**src/rtl/rx_frame_fsm.sv**
```systemverilog
// Receive-side frame assembler: collects {SYNC, HI, LO, CHK} from a UART receiver,
// acknowledges each byte once, and publishes the 16-bit payload when the checksum holds.
module rx_frame_fsm #(
   parameter logic [7:0] SYNC    = 8'hA5,
   parameter int          TIMEOUT = 1000
) (
   input  logic        clk,
   input  logic        reset,
   input  logic        rxready,
   input  logic [7:0]  rxdata,
   output logic        rdrxdata,
   output logic [15:0] frame,
   output logic        frame_valid,
   output logic        frame_err
);

   localparam int TW = (TIMEOUT > 2) ? $clog2(TIMEOUT) : 1;

   typedef enum logic [1:0] {WAIT, ACK, DRAIN, EVAL} state_t;

   state_t          state, state_nx;
   logic [1:0]      idx, idx_nx;
   logic [TW-1:0]   timer, timer_nx;
   logic [3:0][7:0] byt, byt_nx;
   logic [15:0]     frame_nx;
   logic            valid_nx, err_nx;
   logic            timed_out;

   // the hunt phase (idx 0) never times out
   assign timed_out = (idx != 2'd0) && ((state == WAIT) || (state == DRAIN)) &&
                      (timer == TW'(TIMEOUT - 1));

   assign rdrxdata = (state == ACK);

   always_ff @(posedge clk or posedge reset) begin
      if (reset) begin
         state       <= WAIT;
         idx         <= 2'd0;
         timer       <= '0;
         byt         <= '0;
         frame       <= 16'h0000;
         frame_valid <= 1'b0;
         frame_err   <= 1'b0;
      end else begin
         state       <= state_nx;
         idx         <= idx_nx;
         timer       <= timer_nx;
         byt         <= byt_nx;
         frame       <= frame_nx;
         frame_valid <= valid_nx;
         frame_err   <= err_nx;
      end
   end

   // valid/err are registered on the edge entering EVAL so they are high during EVAL
   always_comb begin
      state_nx = state;
      idx_nx   = idx;
      timer_nx = timer;
      byt_nx   = byt;
      frame_nx = frame;
      valid_nx = 1'b0;
      err_nx   = 1'b0;
      case (state)
         WAIT: begin
            if (timed_out) begin
               err_nx   = 1'b1;
               idx_nx   = 2'd0;
               timer_nx = '0;
            end else begin
               if (idx != 2'd0) timer_nx = timer + 1'b1;
               if (rxready) begin
                  byt_nx[idx] = rxdata;
                  state_nx    = ACK;
               end
            end
         end
         ACK: state_nx = DRAIN;
         DRAIN: begin
            if (timed_out) begin
               err_nx   = 1'b1;
               idx_nx   = 2'd0;
               timer_nx = '0;
               state_nx = WAIT;
            end else if (!rxready) begin
               if (idx == 2'd3) begin
                  state_nx = EVAL;
                  if (byt[3] == (byt[1] ^ byt[2])) begin
                     frame_nx = {byt[1], byt[2]};
                     valid_nx = 1'b1;
                  end else begin
                     err_nx = 1'b1;
                  end
               end else begin
                  state_nx = WAIT;
                  timer_nx = '0;
                  if (!(idx == 2'd0 && byt[0] != SYNC)) idx_nx = idx + 2'd1;
               end
            end else if (idx != 2'd0) begin
               timer_nx = timer + 1'b1;
            end
         end
         EVAL: begin
            state_nx = WAIT;
            idx_nx   = 2'd0;
            timer_nx = '0;
         end
         default: state_nx = WAIT;
      endcase
   end

endmodule

```
**config.mk**
```make
export PLATFORM = sky130hd
export DESIGN_NAME = rx_frame_fsm
export DESIGN_NICKNAME = d
export VERILOG_FILES = /design/src/rtl/rx_frame_fsm.sv
export SDC_FILE = /design/constraint.sdc
export NUM_CORES = 1
export LEC_CHECK = 0
export CAP_MARGIN = 10
export CORE_MARGIN = 4
export CORE_UTILIZATION = 45
export DETAILED_ROUTE_END_ITERATION = 6
export PLACE_DENSITY = 0.77
export REMOVE_ABC_BUFFERS = 1
export SETUP_SLACK_MARGIN = 0.1
export SYNTH_ARGS = -nofsm -noshare
export SYNTH_HDL_FRONTEND = slang
export SYNTH_SLANG_ARGS = --single-unit
```
**constraint.sdc**
```tcl
create_clock -name clk -period 6 [get_ports clk]
set_input_delay 1.2 -clock clk [delete_from_list [all_inputs] [get_ports clk]]
set_output_delay 1.2 -clock clk [all_outputs]
set_load 0.02 [all_outputs]
```
==> reports/results.txt, run 1 <==
Status - completed
Total die area - 7900 um2
Hold buffer count at CTS - 0
DR vias - 1,820
FILL cells - 541
Largest family of logic cells by synthesized area - multiplexers
Leak - 1.58 nW
CP Cell Sequence - inv_1 -> ha_1 -> or4b_4 -> nor4_2 -> o21ai_0 -> or4_1 -> nand2_1
Levels on crit path - 7
Worst slew pin tran - 1.05 ns
Most common cell after layout, fill and taps aside - dfrtp_1
Final Hold Viols - 0
Max Slew Vio Count - 0
Sequential-to-total area share from yosys stat - 54.4%
# IOs - 30
Initial Util - 46.4%
Mean post-synth cell area - 13.4 um2
Top cells by area, synth - dfrtp_1 54%, mux2_2 18%, xnor3_1 4.6%
Clock sink count - 64
Die W - 88.9 um
Hold Path Cell Cnt - 1
Max stage delay on crit path - 0.91 ns
Biggest area consumer among synthesized cells - dfrtp_1
Worst hold path type - register to register
Detailed-route DRC error count - 0
Crit path to - timer[5]$_DFFE_PP0P_
Max Cap Viol - 0
Gr usage total - 15.0%
Drt via density - 5.40
DP HPWL - 3540 um
Worst EP required - 6.27 ns
Syn. warnings - 0
Pin count of the biggest net entering global routing - 65
Nets - 271
GP Congestion - 0.817
Final core occ - 55.2%
Crit path max-delay cell type - nor4_2
FMAX - 298 MHz
Skew-Pair Late Insertion Delay - 0.33 ns
Startpoint Class - register
Die height - 88.9 um
Initial antenna violation count - 0
Xor and xnor fraction of the mapped netlist area - 7.26%
Synth Register Bits - 64
CP delay by family, top - simple AND/OR/NAND/NOR gates
Syn-to-layout area delta - 18.9%
Reg clk slew, reported paths - 0.07 ns
PortBufs - 29
Library cells used by synthesis - 39
RSZ-0062 raised after global routing - no
WL final - 5190 um
Routed wire per std cell - 15.4 um
Clock Root Buffer - clkbuf_8
GR Overflow Total - 0
Synthesized-area fraction occupied by adder cells - 2.12%
Pwr dens - 437 nW/um2
Setup TNS - 0 ns
Reg-to-Reg End - timer[5]$_DFFE_PP0P_
Core area - 6350 um2
Area of the multi-input gates - 1280 um2
Final worst path period share - 55.9%
H-tree lvl count - 3
Share of cells above drive strength 1 - 28.1%
Critical R2R Launch - idx[0]$_DFFE_PP0P_
Cells after Synth - 220
Setup violators final - 0
Reg2reg path depth - 7
Crit Path Max Fanout - 11
Post-Synth Simple-Gate Area - 10.2%
Post-synthesis mux area share - 19.0%
Row count - 29
R2R Setup Slk - 2.65 ns
Maximum VDD drop - 0.000167 V
Critical path arrival - 3.62 ns
Most frequent cells in the layout - 64 x dfrtp_1, 47 x mux2_2, 29 x clkdlybuf4s50_1, 12 x nor2_1, 10 x clkbuf_8
DRT iter0 DRCs - 85
Post-CTS Setup Inserts - 0
Hold path startpoint - frame[1]$_DFFE_PP0P_
ANT nets after route - 0
Vias in the first global route - 1,876
Global-route wire length before repair - 8890 um
CTS tree - done
Setup Skew - 0.00949 ns
Seq. cell area - 1600 um2
DR pass1 iterations - 4
CP Class - register to register
Post-synth top area share - 54.4%
Worst Setup SP - idx[0]$_DFFE_PP0P_
Antenna Cells - 0
Compound-Gate Fraction of Synth Area - 4.93%
Buf/Inv on CP - 1
CTS buffer count - 9
Worst setup EP type - register
Synth Cell Area - 2950 um2
CTS max path bufs - 2
Cts repair resizes - 0
Final min period - 3.35 ns
Max-slew headroom - 29.3%
worst min path at each step:
stage	end	slack [ns]
after floorplan	byt[0]$_DFFE_PP0P_	0.47
after global placement	frame[1]$_DFFE_PP0P_	0.48
after detailed placement	byt[5]$_DFFE_PP0P_	0.49
after CTS	byt[5]$_DFFE_PP0P_	0.51
after global routing	frame[11]$_DFFE_PP0P_	0.52
final	frame[1]$_DFFE_PP0P_	0.50
cell usage after synthesis (all sizes together):
master and count:
or2 2, buf 3, o31ai 2, o211ai 3, or4bb 2, nand2b 2, nand3 2, inv 7
or3 2, xnor3 6, nor4bb 1, or4 4, or4b 1, dfrtp 64, nor4 4, nor2 12
nand2 11, o21ai 8, a41oi 1, xnor2 5, o21a 1, nand4 3, xor2 4, ha 5
and3 2, mux2i 2, a211oi 1, o21bai 1, a21oi 5, nor3 1, mux2 48, nor2b 2
clkbuf 3
metal layers:
layer  share of wire (%)  GRT usage (%)  vias up
li1                    -              -      868
met1                  45           19.9      917
met2                  49           22.8       26
met3                 4.1           4.79        9
met4                 1.8           6.46        0
met5                   0              0        -
per-stage QoR:
step | instance area (um2) | power, mW | instances | hold slack (ns) | worst slack [ns]
final | 3500 | 1.53 | 337 | 0.502 | 2.65
after global routing | 3500 | 1.64 | 337 | 0.522 | 2.42
after CTS | 3500 | 1.55 | 337 | 0.505 | 2.64
after detailed placement | 3300 | 1.18 | 321 | 0.490 | 2.52
after global placement | 3300 | 1.16 | 321 | 0.479 | 2.59
after floorplan | 2910 | 1.06 | 214 | 0.470 | 3.19
power breakdown:
group / total [mW] / switching [mW] / internal, mW / leakage (nW)
Combinational: 0.491 / 0.198 / 0.293 / 0.652
Sequential: 0.676 / 0.107 / 0.568 / 0.824
Clock: 0.364 / 0.162 / 0.202 / 0.0993
worst register-to-register path, delay by kind of cell, from the launching register on:
family / cells / cell delay, ns
compound gates: 1 / 0.40
buf+inv: 1 / 0.11
simple gates: 4 / 2.05
flops: 1 / 0.42
fa+ha+maj: 1 / 0.33
sequential cells by signal (all words and copies together), names as in the netlist:
signal       flops
timer           10
idx              2
state            2
frame_valid      1
frame           16
frame_err        1
byt             32
cell type report:
cell class | count | share of cell area (%)
Clock buffer | 11 | 4.04
Multi-Input combinational cell | 143 | 36.6
Sequential cell | 64 | 45.7
Clock inverter | 5 | 1.61
Tap cell | 77 | 2.75
Timing Repair Buffer | 30 | 8.50
Inverter | 7 | 0.750
kinds of logic after synthesis:
group | count (synthesis)
DFF | 64
adders and majority gates | 5
xor gates and xnor gates | 15
muxes | 50
AOI/OAI and AO/OA | 22
buffers and inverters | 13
and+or+nand+nor | 51
Note: power is estimated with default switching activity, not from simulation.
==> inputs of run 2 (changes only) <==
--- a/config.mk
+++ b/config.mk
@@ -9,7 +9,7 @@
 export CORE_MARGIN = 4
 export CORE_UTILIZATION = 45
 export DETAILED_ROUTE_END_ITERATION = 6
-export PLACE_DENSITY = 0.77
+export PLACE_DENSITY = 0.79
 export REMOVE_ABC_BUFFERS = 1
 export SETUP_SLACK_MARGIN = 0.1
 export SYNTH_ARGS = -nofsm -noshare
==> constraint.sdc (replaced) <==
create_clock -name clk -period 2.9 [get_ports clk]
set_input_delay 0.58 -clock clk [delete_from_list [all_inputs] [get_ports clk]]
set_output_delay 0.58 -clock clk [all_outputs]
set_load 0.02 [all_outputs]
==> run 2 against run 1 <==
  * First-iteration DRC count decreased by 31%
  * Sequential share of layout area shrank 1.4 points
  * Cell count grew 1.5%
  * Via count increased by 2.3%
==> reports/results.txt, run 2 (synthesized netlist as in run 1, its figures left out) <==
Share of cells above drive strength 1 - 29.1% (+0.98 points)
Max reg flops - 32 (unchanged)
DP HPWL - 3670 um (+3.7%)
PortBufs - 29 (unchanged)
Critical R2R Launch - idx[0]$_DFFE_PP0P_
Top flop regs - byt (32), frame (16), timer (10)
Row count - 29 (unchanged)
Sequential share of power - 40.5% (-3.6 points)
FMAX - 373 MHz (+25%)
Drt via density - 5.44 (+0.81%)
Post-CTS Setup Inserts - 0 (unchanged)
Pin count of the biggest net entering global routing - 36 (-45%)
Gr usage total - 15.3% (+0.30 points)
Logic pwr share - 30.3% (-1.8 points)
Most frequent cells in the layout - 64 x dfrtp_1, 47 x mux2_2, 29 x clkdlybuf4s50_1, 12 x nor2_1, 9 x clkbuf_8
Cts repair resizes - 0 (unchanged)
Reg clk slew, reported paths - 0.07 ns (about the same)
Crit Path Max Fanout - 8 (-3)
H-tree lvl count - 3 (unchanged)
Status - completed
Nets - 276 (+1.8%)
Clock Root Buffer - clkbuf_8
# IOs - 30 (unchanged)
DR vias - 1,862 (+2.3%)
Final Hold Viols - 0 (unchanged)
Leak - 1.63 nW (+3.7%)
RSZ-0062 raised after global routing - no
Die height - 88.9 um (unchanged)
Syn-to-layout area delta - 22.7%
Maximum VDD drop - 0.000484 V (+190%)
Max Slew Vio Count - 0 (unchanged)
WL final - 5460 um (+5.3%)
Die W - 88.9 um (unchanged)
Initial Util - 46.4% (unchanged)
Startpoint Class - register
FILL cells - 500 (-7.6%)
Initial antenna violation count - 0 (unchanged)
Switching share of power - 29.0% (-1.5 points)
Setup Skew - 0.00939 ns (-0.0000984 ns)
CP Class - register to register
Max Cap Viol - 0 (unchanged)
Tot Pwr - 3.46 mW (+130%)
Routed wire per std cell - 16.0 um (+3.7%)
Clock power share - 29.2% (+5.4 points)
Hold path startpoint - frame[1]$_DFFE_PP0P_
Pwr dens - 956 nW/um2 (+120%)
Clock sink count - 64 (unchanged)
Most common cell after layout, fill and taps aside - dfrtp_1
DR pass1 iterations - 4 (unchanged)
CTS tree - done
Final core occ - 56.9% (+1.8 points)
CTS max path bufs - 2 (unchanged)
Critical path arrival - 2.90 ns (-0.72 ns)
Worst hold path type - register to register
Worst EP required - 3.12 ns (-3.15 ns)
GP Congestion - 0.858 (+5.0%)
DRT iter0 DRCs - 59 (-31%)
GR Overflow Total - 0 (unchanged)
Max-slew headroom - 48.6% (+19 points)
Setup TNS - 0 ns (unchanged)
Total die area - 7900 um2 (unchanged)
Net Sw Power - 1.00 mW (+110%)
Final min period - 2.68 ns (-0.673 ns)
Final worst path period share - 92.4% (+37 points)
Largest Register - byt
Global-route wire length before repair - 9070 um (+2.0%)
Worst setup EP type - register
Worst slew pin tran - 0.770 ns (-0.281 ns)
Skew-Pair Late Insertion Delay - 0.34 ns (about the same)
Vias in the first global route - 1,893 (+0.91%)
Worst Setup SP - idx[0]$_DFFE_PP0P_
ANT nets after route - 0 (unchanged)
Antenna Cells - 0 (unchanged)
Internal Pwr Total - 2.45 mW (+130%)
Core area - 6350 um2 (unchanged)
Setup violators final - 0 (unchanged)
CTS buffer count - 9 (unchanged)
Detailed-route DRC error count - 0 (unchanged)
Hold buffer count at CTS - 0 (unchanged)
-- run 2: power by group through the flow --
stage	clock network [mW]	logic (mW)	registers (mW)
2_1_floorplan	0	0.834	1.36
3_3_place_gp	0	1.01	1.40
3_5_place_dp	0	1.05	1.41
4_1_cts	1.03	1.06	1.40
5_1_grt	1.06	1.15	1.43
6_report	1.01	1.05	1.40
-- run 2: area by class of cell --
cell class / instances / area (um2) / area share [%]
tap: 77 / 96.3 / 2.67
clock buffer: 11 / 131 / 3.63
sequential: 64 / 1600 / 44.3
clock inverter: 5 / 129 / 3.57
multi-input combinational: 143 / 1280 / 35.5
timing repair buffer: 35 / 348 / 9.62
inverter: 7 / 26.3 / 0.727
-- run 2: routing by layer --
layer  global-route usage, %  wire [um]  up-vias
met2                    23.5       2500       40
met5                       0          0        -
met1                    20.3       2640      938
met3                    5.07        216       11
met4                    5.77        106        0
li1                        -          -      873
-- run 2: per-stage QoR --
| step | instance area (um2) | hold slack [ns] | setup WS (ns) | std cells |
|---|---|---|---|---|
| after floorplan | 2910 | 0.470 | 0.0941 | 214 |
| after global placement | 3350 | 0.483 | 0.317 | 326 |
| after detailed placement | 3350 | 0.475 | 0.220 | 326 |
| after CTS | 3610 | 0.505 | 0.205 | 342 |
| after global routing | 3610 | 0.514 | 0.122 | 342 |
| final | 3610 | 0.494 | 0.221 | 342 |
-- run 2: worst paths after layout --
kind,slack [ns],depth (start not counted),endpoint
min in group asynchronous,0.70,2,timer[6]$_DFFE_PP0P_
setup / recovery,0.22,7,byt[19]$_DFFE_PP0P_
hold reg to reg,0.49,1,frame[1]$_DFFE_PP0P_
hold / removal,0.49,1,frame[1]$_DFFE_PP0P_
setup reg to reg,0.22,7,byt[19]$_DFFE_PP0P_
max in group asynchronous,1.60,3,byt[27]$_DFFE_PP0P_
-- run 2: worst max-delay path, stage by stage, from the launching register on --
cell and delay (ns):
dfrtp_1 0.39, inv_1 0.10, ha_1 0.22, or4b_4 0.54
or3_1 0.41, and3_1 0.26, nand2_2 0.25, mux2_2 0.37
